===== src/rtl/mem_arb_pkg.sv =====
// Shared definitions for the memory port arbiter: owner state encoding,
// default starvation limit and the word-alignment helper.
package mem_arb_pkg;

   typedef enum logic [1:0] {
      IDLE   = 2'b00,
      OWN_IF = 2'b01,
      OWN_LS = 2'b10
   } owner_e;

   localparam int unsigned STARVE_LIMIT_DEF = 4;

   // Byte address to word-aligned memory address.
   function automatic logic [31:0] word_addr(input logic [31:0] addr);
      return {addr[31:2], 2'b00};
   endfunction

endpackage


===== src/rtl/mem_arb_prio.sv =====
// Grant decision between fetch and load/store. Load/store normally wins,
// but once it has been granted STARVE_LIMIT times in a row while a fetch
// was waiting, the fetch gets the next slot.
module mem_arb_prio
   import mem_arb_pkg::*;
#(
   parameter int unsigned STARVE_LIMIT = STARVE_LIMIT_DEF
) (
   input  logic clk,
   input  logic rst,
   input  logic if_valid_i,
   input  logic ls_valid_i,
   output logic if_gnt_o,
   output logic ls_gnt_o
);

   localparam int unsigned CW = (STARVE_LIMIT < 1) ? 1 : $clog2(STARVE_LIMIT + 1);

   logic [CW-1:0] starve_cnt_q, starve_cnt_d;
   logic          starved;
   logic          ls_wins;

   // Grant selection and next starvation count.
   always_comb begin
      // NOTE: every signal written here gets a default first so no path
      // leaves it unassigned, which would otherwise infer a latch.
      starved      = (starve_cnt_q == CW'(STARVE_LIMIT));
      ls_wins      = ls_valid_i && !(if_valid_i && starved);
      ls_gnt_o     = !rst && ls_wins;
      if_gnt_o     = !rst && if_valid_i && !ls_wins;
      starve_cnt_d = starve_cnt_q;
      if (!if_valid_i || if_gnt_o) begin
         starve_cnt_d = '0;
      end else if (ls_gnt_o && !starved) begin
         starve_cnt_d = starve_cnt_q + CW'(1);
      end
   end

   // Starvation counter register.
   always_ff @(posedge clk) begin
      // NOTE: reset is synchronous, so it lives inside the clocked branch
      // and is not in the sensitivity list; state uses non-blocking writes.
      if (rst) begin
         starve_cnt_q <= '0;
      end else begin
         starve_cnt_q <= starve_cnt_d;
      end
   end

endmodule


===== src/rtl/mem_port_arbiter.sv =====
// Shares one single-port synchronous memory between an instruction-fetch
// port and a load/store port. One request is accepted per cycle; its
// response appears on the owner's port the following cycle.
module mem_port_arbiter
   import mem_arb_pkg::*;
#(
   parameter int unsigned STARVE_LIMIT = STARVE_LIMIT_DEF
) (
   input  logic        clk,
   input  logic        rst,
   // fetch port
   input  logic        if_req_valid,
   input  logic [31:0] if_req_addr,
   output logic        if_req_ready,
   output logic        if_rsp_valid,
   output logic [31:0] if_rsp_data,
   output logic        if_rsp_err,
   // load/store port
   input  logic        ls_req_valid,
   input  logic        ls_req_we,
   input  logic [31:0] ls_req_addr,
   input  logic [31:0] ls_req_wdata,
   input  logic [3:0]  ls_req_bmask,
   output logic        ls_req_ready,
   output logic        ls_rsp_valid,
   output logic [31:0] ls_rsp_data,
   // memory
   output logic        mem_en,
   output logic        mem_we,
   output logic [31:0] mem_addr,
   output logic [31:0] mem_wdata,
   output logic [3:0]  mem_bmask,
   input  logic [31:0] mem_rdata
);

   logic   if_gnt, ls_gnt, if_misaligned;
   owner_e owner_q, owner_d;
   logic   err_q, err_d;
   logic   store_q, store_d;

   mem_arb_prio #(
      .STARVE_LIMIT (STARVE_LIMIT)
   ) u_prio (
      .clk        (clk),
      .rst        (rst),
      .if_valid_i (if_req_valid),
      .ls_valid_i (ls_req_valid),
      .if_gnt_o   (if_gnt),
      .ls_gnt_o   (ls_gnt)
   );

   assign if_req_ready  = if_gnt;
   assign ls_req_ready  = ls_gnt;
   assign if_misaligned = (if_req_addr[1:0] != 2'b00);

   // Memory request mux: winner's request, or all zero when nothing goes out.
   // A misaligned fetch is accepted but never touches the memory.
   always_comb begin
      mem_en    = 1'b0;
      mem_we    = 1'b0;
      mem_addr  = '0;
      mem_wdata = '0;
      mem_bmask = '0;
      if (ls_gnt) begin
         mem_en    = 1'b1;
         mem_we    = ls_req_we;
         mem_addr  = word_addr(ls_req_addr);
         mem_wdata = ls_req_wdata;
         mem_bmask = ls_req_bmask;
      end else if (if_gnt && !if_misaligned) begin
         mem_en    = 1'b1;
         mem_addr  = word_addr(if_req_addr);
         mem_bmask = 4'hF;
      end
   end

   // Owner next state: taken from this cycle's accept, IDLE if none.
   always_comb begin
      owner_d = IDLE;
      err_d   = 1'b0;
      store_d = 1'b0;
      if (ls_gnt) begin
         owner_d = OWN_LS;
         store_d = ls_req_we;
      end else if (if_gnt) begin
         owner_d = OWN_IF;
         err_d   = if_misaligned;
      end
   end

   // Owner register with the response qualifiers of the accepted request.
   always_ff @(posedge clk) begin
      if (rst) begin
         owner_q <= IDLE;
         err_q   <= 1'b0;
         store_q <= 1'b0;
      end else begin
         owner_q <= owner_d;
         err_q   <= err_d;
         store_q <= store_d;
      end
   end

   // Response routing; gated by rst so an in-flight request never responds.
   always_comb begin
      if_rsp_valid = 1'b0;
      if_rsp_err   = 1'b0;
      if_rsp_data  = '0;
      ls_rsp_valid = 1'b0;
      ls_rsp_data  = '0;
      if (!rst) begin
         case (owner_q)
            OWN_IF: begin
               if_rsp_valid = 1'b1;
               if_rsp_err   = err_q;
               if_rsp_data  = err_q ? '0 : mem_rdata;
            end
            OWN_LS: begin
               ls_rsp_valid = 1'b1;
               ls_rsp_data  = store_q ? '0 : mem_rdata;
            end
            default: ;
         endcase
      end
   end

endmodule

===== config.mk =====
export PLATFORM = sky130hd
export DESIGN_NAME = mem_port_arbiter
export DESIGN_NICKNAME = d
export VERILOG_FILES = /design/src/rtl/mem_arb_pkg.sv /design/src/rtl/mem_arb_prio.sv /design/src/rtl/mem_port_arbiter.sv
export SDC_FILE = /design/constraint.sdc
export NUM_CORES = 1
export LEC_CHECK = 0
export CAP_MARGIN = 25
export CELL_PAD_IN_SITES_DETAIL_PLACEMENT = 0
export CELL_PAD_IN_SITES_GLOBAL_PLACEMENT = 1
export CORE_MARGIN = 5
export CORE_UTILIZATION = 11
export CTS_BUF_LIST = sky130_fd_sc_hd__clkbuf_8 sky130_fd_sc_hd__clkbuf_16
export DETAILED_ROUTE_END_ITERATION = 7
export HOLD_SLACK_MARGIN = 0.05
export PLACE_DENSITY_LB_ADDON = 0.1
export SLEW_MARGIN = 25
export SYNTH_ARGS = -nofsm -noshare
export SYNTH_HDL_FRONTEND = slang
export SYNTH_HIERARCHICAL = 1
export SYNTH_SLANG_ARGS = --single-unit
export TNS_END_PERCENT = 100

===== constraint.sdc =====
create_clock -name clk -period 2 [get_ports clk]
set_clock_uncertainty 0.05 [all_clocks]
set_input_delay 0.4 -clock clk [delete_from_list [all_inputs] [get_ports clk]]
set_output_delay 0.4 -clock clk [all_outputs]
set_load 0.005 [all_outputs]

# Word level (Yosys, flattened, before mapping)

Cells that the tools add are included.

Register bits after elaboration: 7
Bits of input ports: 137
Output and inout bits: 139
Logic and storage cells: 50

Reductions and logical operators: 18
Bitwise operators: 1
$add $sub $neg: 1
Eq/ne operators: 3
Mux-type cells: 22

Operator list:

| operator              | number |
|---|---|
| $mux W32              | 9 |
| $mux W1               | 10 |
| $mux W4               | 2 |
| $logic_and A1 B1 Y1   | 7 |
| $logic_not A1 Y1      | 6 |
| $reduce_or A2 Y1      | 2 |
| $add A3 B1 Y3 const B | 1 |
| $eq A3 B3 Y1 const B  | 1 |
| $reduce_or A3 Y1      | 1 |
| $eq A2 B1 Y1 const B  | 1 |
| $eq A2 B2 Y1 const B  | 1 |
| $mux W2               | 1 |
| $reduce_bool A2 Y1    | 1 |
| $logic_or A1 B1 Y1    | 1 |
| $not A1 Y1            | 1 |

# Longest topological paths before layout

Depth after elaboration: 9
Mapped depth: 8
Gate-level depth less buffers: 6

# By module

Netlist, hierarchy kept.

Modules (own cells, without submodules):

| module           | cells an instance | sequential area each (sq um) | times used | area each (sq um) |
|---|---|---|---|---|
| mem_port_arbiter | 234               | 80.1                         | 1          | 1467.7 |
| mem_arb_prio     | 18                | 60.1                         | 1          | 171.4 |

# Worst setup path after synthesis

OpenSTA, ideal clock, no wires.

Kind: register -> output
Start: register u_prio.starve_cnt_q[0]
End: output port mem_addr[10]
Data arrival time: 1798 ps
Path buffers: 2
Cell stages (with the launch flop): 8
Data required time: 1550 ps
Setup slack: -248 ps
Cell sequence: dfxtp_1 > inv_1 > ha_1 > a311oi_1 > buf_2 > clkbuf_1 > nand2_1 > o21ai_1

Elaborated cells between the ends (all ways): 10
Classes of those cells: eq/ne (1); mux (2); reduce/logical (7)

RTL lines:

| item                   | line                   | source |
|---|---|---|
| from (decl)            | mem_arb_prio.sv:19     | `logic [CW-1:0] starve_cnt_q, starve_cnt_d;` |
| from (signal assigned) | mem_arb_prio.sv:46     | `starve_cnt_q <= starve_cnt_d;` |
| $eq A3 B3 Y1           | mem_arb_prio.sv:27     | `starved = (starve_cnt_q == CW'(STARVE_LIMIT));` |
| $logic_and A1 B1 Y1    | mem_arb_prio.sv:28     | `ls_wins = ls_valid_i && !(if_valid_i && starved);` |
| $logic_not A1 Y1       | mem_arb_prio.sv:28     |  |
| $logic_and A1 B1 Y1    | mem_arb_prio.sv:28     |  |
| $logic_and A1 B1 Y1    | mem_arb_prio.sv:29     | `ls_gnt_o = !rst && ls_wins;` |
| via ls_req_ready       | mem_port_arbiter.sv:24 | `output logic ls_req_ready,` |
| $mux W32               | mem_port_arbiter.sv:64 | `if (ls_gnt) begin` |
| to (decl)              | mem_port_arbiter.sv:30 | `output logic [31:0] mem_addr,` |

The timed path passes the listed nets, and every way through them passes these cells.

# Worst setup path after layout

Start: register u_prio.starve_cnt_q[0]
End: output port mem_addr[19]

Word-level cells in the longest chain between the ends: 9
Elaborated cells between the ends (all ways): 10
Classes of those cells: eq/ne (1); mux (2); reduce/logical (7)

RTL lines:

| item                  | line                   | source |
|---|---|---|
| $eq A3 B3 Y1 *        | mem_arb_prio.sv:27     |  |
| $logic_and A1 B1 Y1 * | mem_arb_prio.sv:28     |  |
| $logic_not A1 Y1 *    | mem_arb_prio.sv:28     |  |
| $logic_and A1 B1 Y1 * | mem_arb_prio.sv:28     |  |
| $logic_not A1 Y1      | mem_arb_prio.sv:30     | `if_gnt_o = !rst && if_valid_i && !ls_wins;` |
| $logic_and A1 B1 Y1   | mem_arb_prio.sv:30     |  |
| $logic_and A1 B1 Y1   | mem_port_arbiter.sv:70 | `end else if (if_gnt && !if_misaligned) begin` |
| $mux W32              | mem_port_arbiter.sv:70 |  |
| $mux W32 *            | mem_port_arbiter.sv:64 |  |

Every way passes the cells marked *; elsewhere a longest branch is shown, timed or not.

==> summary.md <==
| Metric | Value |
|---|---|
| Status | finished with violations |
| Violated checks | negative setup slack |
| Area contributors post-synth | and2_1 35%, nand2b_1 13%, o21ai_1 9.2% |
| Reg-to-reg critical path startpoint | u_prio/starve_cnt_q[0] |
| CP max FO | 8 |
| Layout Area Growth over Synthesis | 269% |
| Seq pwr share | 0.112 |
| Switch Pwr | 339 µW |
| First-pass GRT wire length | 18600 µm |
| Peak VDD IR | 0.183 mV |
| Clk_lat worst skew | between 0.2 and 0.25 ns |
| Post-layout nets | roughly 730 |
| Clock power frac | 0.255 |
| 1st-pass router iterations | 4 |
| Clk pin slew, worst setup/hold paths | 0.04 ns |
| Vias/cell | 3.92 |
| Tightest hold margin | 0.504 ns |
| Worst EP arrival | 1.97 ns |
| Final ANT Viol Nets | 0 |
| Worst setup SP type | flop |
| Fmax | 0.414 GHz |
| Routability cong. | 0.718 |
| Yosys reg bits | 7 |
| Hold path depth | 4 |
| Unrepaired setup endpoints after global routing | true |
| Average wire per standard cell | 16.5 µm |
| Pwr Density | 217 nW/µm² |
| Netlist cell types | 25 |
| R2r endpoint | u_prio/starve_cnt_q[1] |
| CTS root buf | clkbuf_16 |
| Residual DRC | 0 |
| Gr usage total | 0.133 |
| Number of DRC markers in iteration 0 | 32 |
| Internal | 975 µW |
| Worst-case reg-to-reg path depth | 16 |
| Overall power | between 1000 and 1500 µW |
| MaxCap Viol Count | 0 |
| P_leak | 0.00284 µW |
| Die Y | 132 µm |
| Initial antenna violation count | 1 |
| Gate Count Post-Synth | 252 |
| DP Wirelength | 8550 µm |
| Core area | around 15000 µm² |
| Initial Utilization | 0.112 |
| Hold_sp | rst |
| CTS Buffer Depth | 2 |
| R2R Setup Slk | -0.33 ns |
| Part of the Yosys area used for sequential elements | 0.0855 |
| Comb pwr share | 0.633 |
| Post-synth EDFFs | 0 |
| Final design utilization | 0.415 |
| Worst setup EP type | output pin |
| Worst Path Required | ~1.6 ns |
| Min-Delay Path Class | input port to flop |
| Max-slew violations | 0 |
| Vias in the first global route | 3335 |
| Syn avg cell area | between 6 and 7 µm² |
| Die area | 17400 µm² |
| Clock sink count | 7 |
| DIE WIDTH | ~130 µm |
| Largest net degree at the start of global routing | 20 |
| Fraction of registers with async set/reset | 0 |
| Hold Path Sink | u_prio/starve_cnt_q[2] |
| Crit Path Category | flop to output pin |
| Rows | 44 |
| Layout cells sized above 1 | 0.623 |
| CTS tree | built |
| Fin worst setup slack | -0.418 ns |
| Number of port buffers | 271 |
| Share of the synthesized area in the top cell type | 0.355 |
| Commonest cells in the synthesized netlist | 93 x and2_1, 35 x nand2_1, 33 x nand2b_1 |
| CTS Hold Bufs | 0 |
| Minimum clock period | approximately 2.4 ns |
| GR Overflow Total | 0 |
| Vias | slightly above 3000 |
| Final period util | 1.21 |
| I/O pin total | 276 |
| Final Setup Violations | between 100 and 150 |
| Most numerous cell in the Yosys netlist | and2_1 |
| Synth Flop Type | dfxtp_1 |
| CTS Buf Count | 3 |
| Fin. Hold Viols | 0 |
| Mapped Area | 1640 µm² |
| Routed Wire Length | 12800 µm |
| Synth area leader | and2_1 |
| Synth Warn # | 6 |
| CTS H-tree lvls | 1 |
| Net Sw Frac | 0.258 |
[critical path, cell delays in order (launching register included)]
cell,delay [ns]
dfxtp_2,0.31
inv_2,0.07
ha_4,0.15
nand2_4,0.05
a21oi_4,0.13
or3b_4,0.44
buf_8,0.16
buf_16,0.15
o21ai_1,0.12
buf_2,0.14
[power groups by stage]
stage | Clock [µW] | Sequential, µW | Combinational (µW)
2_1_floorplan | 0 | 149 | 145
3_3_place_gp | 0 | 149 | 639
3_5_place_dp | 0 | 149 | 636
4_1_cts | 345 | 147 | 762
5_1_grt | 354 | 147 | 887
6_report | 336 | 147 | 831
[sequential cells by signal, indices dropped and copies added (netlist names)]
name,flops
store_q,1
err_q,1
owner_q,2
u_prio/starve_cnt_q,3
[metal layers]
metal	wire [µm]	global-route usage	up-vias	share of wire
met5	0	0	-	0
li1	-	-	1476	-
met3	1430	0.0561	6	0.11
met4	88	0.0149	0	0.0069
met2	6980	0.269	187	0.55
met1	4280	0.128	1370	0.33
[through the flow]
step	worst slack, ns	instances	setup TNS [ns]	area [µm²]
CTS	-0.452	780	-27.98	5660
floorplan	-0.00465	253	-0.115	1660
global route	-0.485	776	-29.84	6050
detailed placement	-0.940	711	-102.00	4740
global placement	-0.939	711	-101.79	4740
finish	-0.418	776	-23.22	6050
[final cells by class]
type | instances | area (µm²)
repair buffers | 357 | 3750
flip-flops and latches | 7 | 143
diodes | 1 | 2.50
multi-input cells | 220 | 1830
well taps | 184 | 230
fillers | 1442 | 8540
clock buffers | 3 | 75.1
clock inverters | 1 | 3.75
inverters | 3 | 11.3
[logic make-up (layout without fill, tap and decap cells)]
group | after synthesis | count (layout) | synth area share
fa+ha+maj | 2 | 2 | 0.0153
simple gates | 178 | 178 | 0.666
flops | 7 | 7 | 0.0855
buf+inv | 26 | 364 | 0.107
compound gates | 38 | 38 | 0.124
other cells | 1 | 3 | 0.00229
[cells in the final DEF (no fill, tap or decap), types with 2 or more instances in the layout]
cell type and n:
o21ai_1 5, nand2b_1 20, nor4b_4 2, o21ai_4 3
dfxtp_2 2, and2b_2 2, nand2_4 3, nand2_1 26
conb_1 2, inv_1 2, o21ai_2 26, inv_2 2
and2_4 80, and4_1 2, clkdlybuf4s50_1 131, nand2b_4 13
and2_1 17, buf_12 19, dlygate4sd2_1 6, buf_4 32
buf_16 10, buf_6 97, buf_8 7, nor3b_1 3
clkbuf_16 4, nand2_2 6, dfxtp_1 5, buf_2 54
[how the worst max path moves through the flow]
stage,start,endpoint,slack [ns]
after floorplan,u_prio/starve_cnt_q[0],mem_addr[25],-0.005
after global placement,rst,mem_bmask[3],-0.94
after detailed placement,rst,mem_bmask[3],-0.94
after CTS,u_prio/starve_cnt_q[1],mem_addr[19],-0.45
after global routing,u_prio/starve_cnt_q[0],mem_addr[20],-0.48
final,u_prio/starve_cnt_q[0],mem_addr[19],-0.42
[what timing repair did]
action                     4_1_cts  5_1_grt
setup buffers                   50       10
setup endpoints to repair      138      129
gates cloned                    16        1
resized for setup              688      143
pin swaps                       68       16
(Power assumes the default switching activity.)
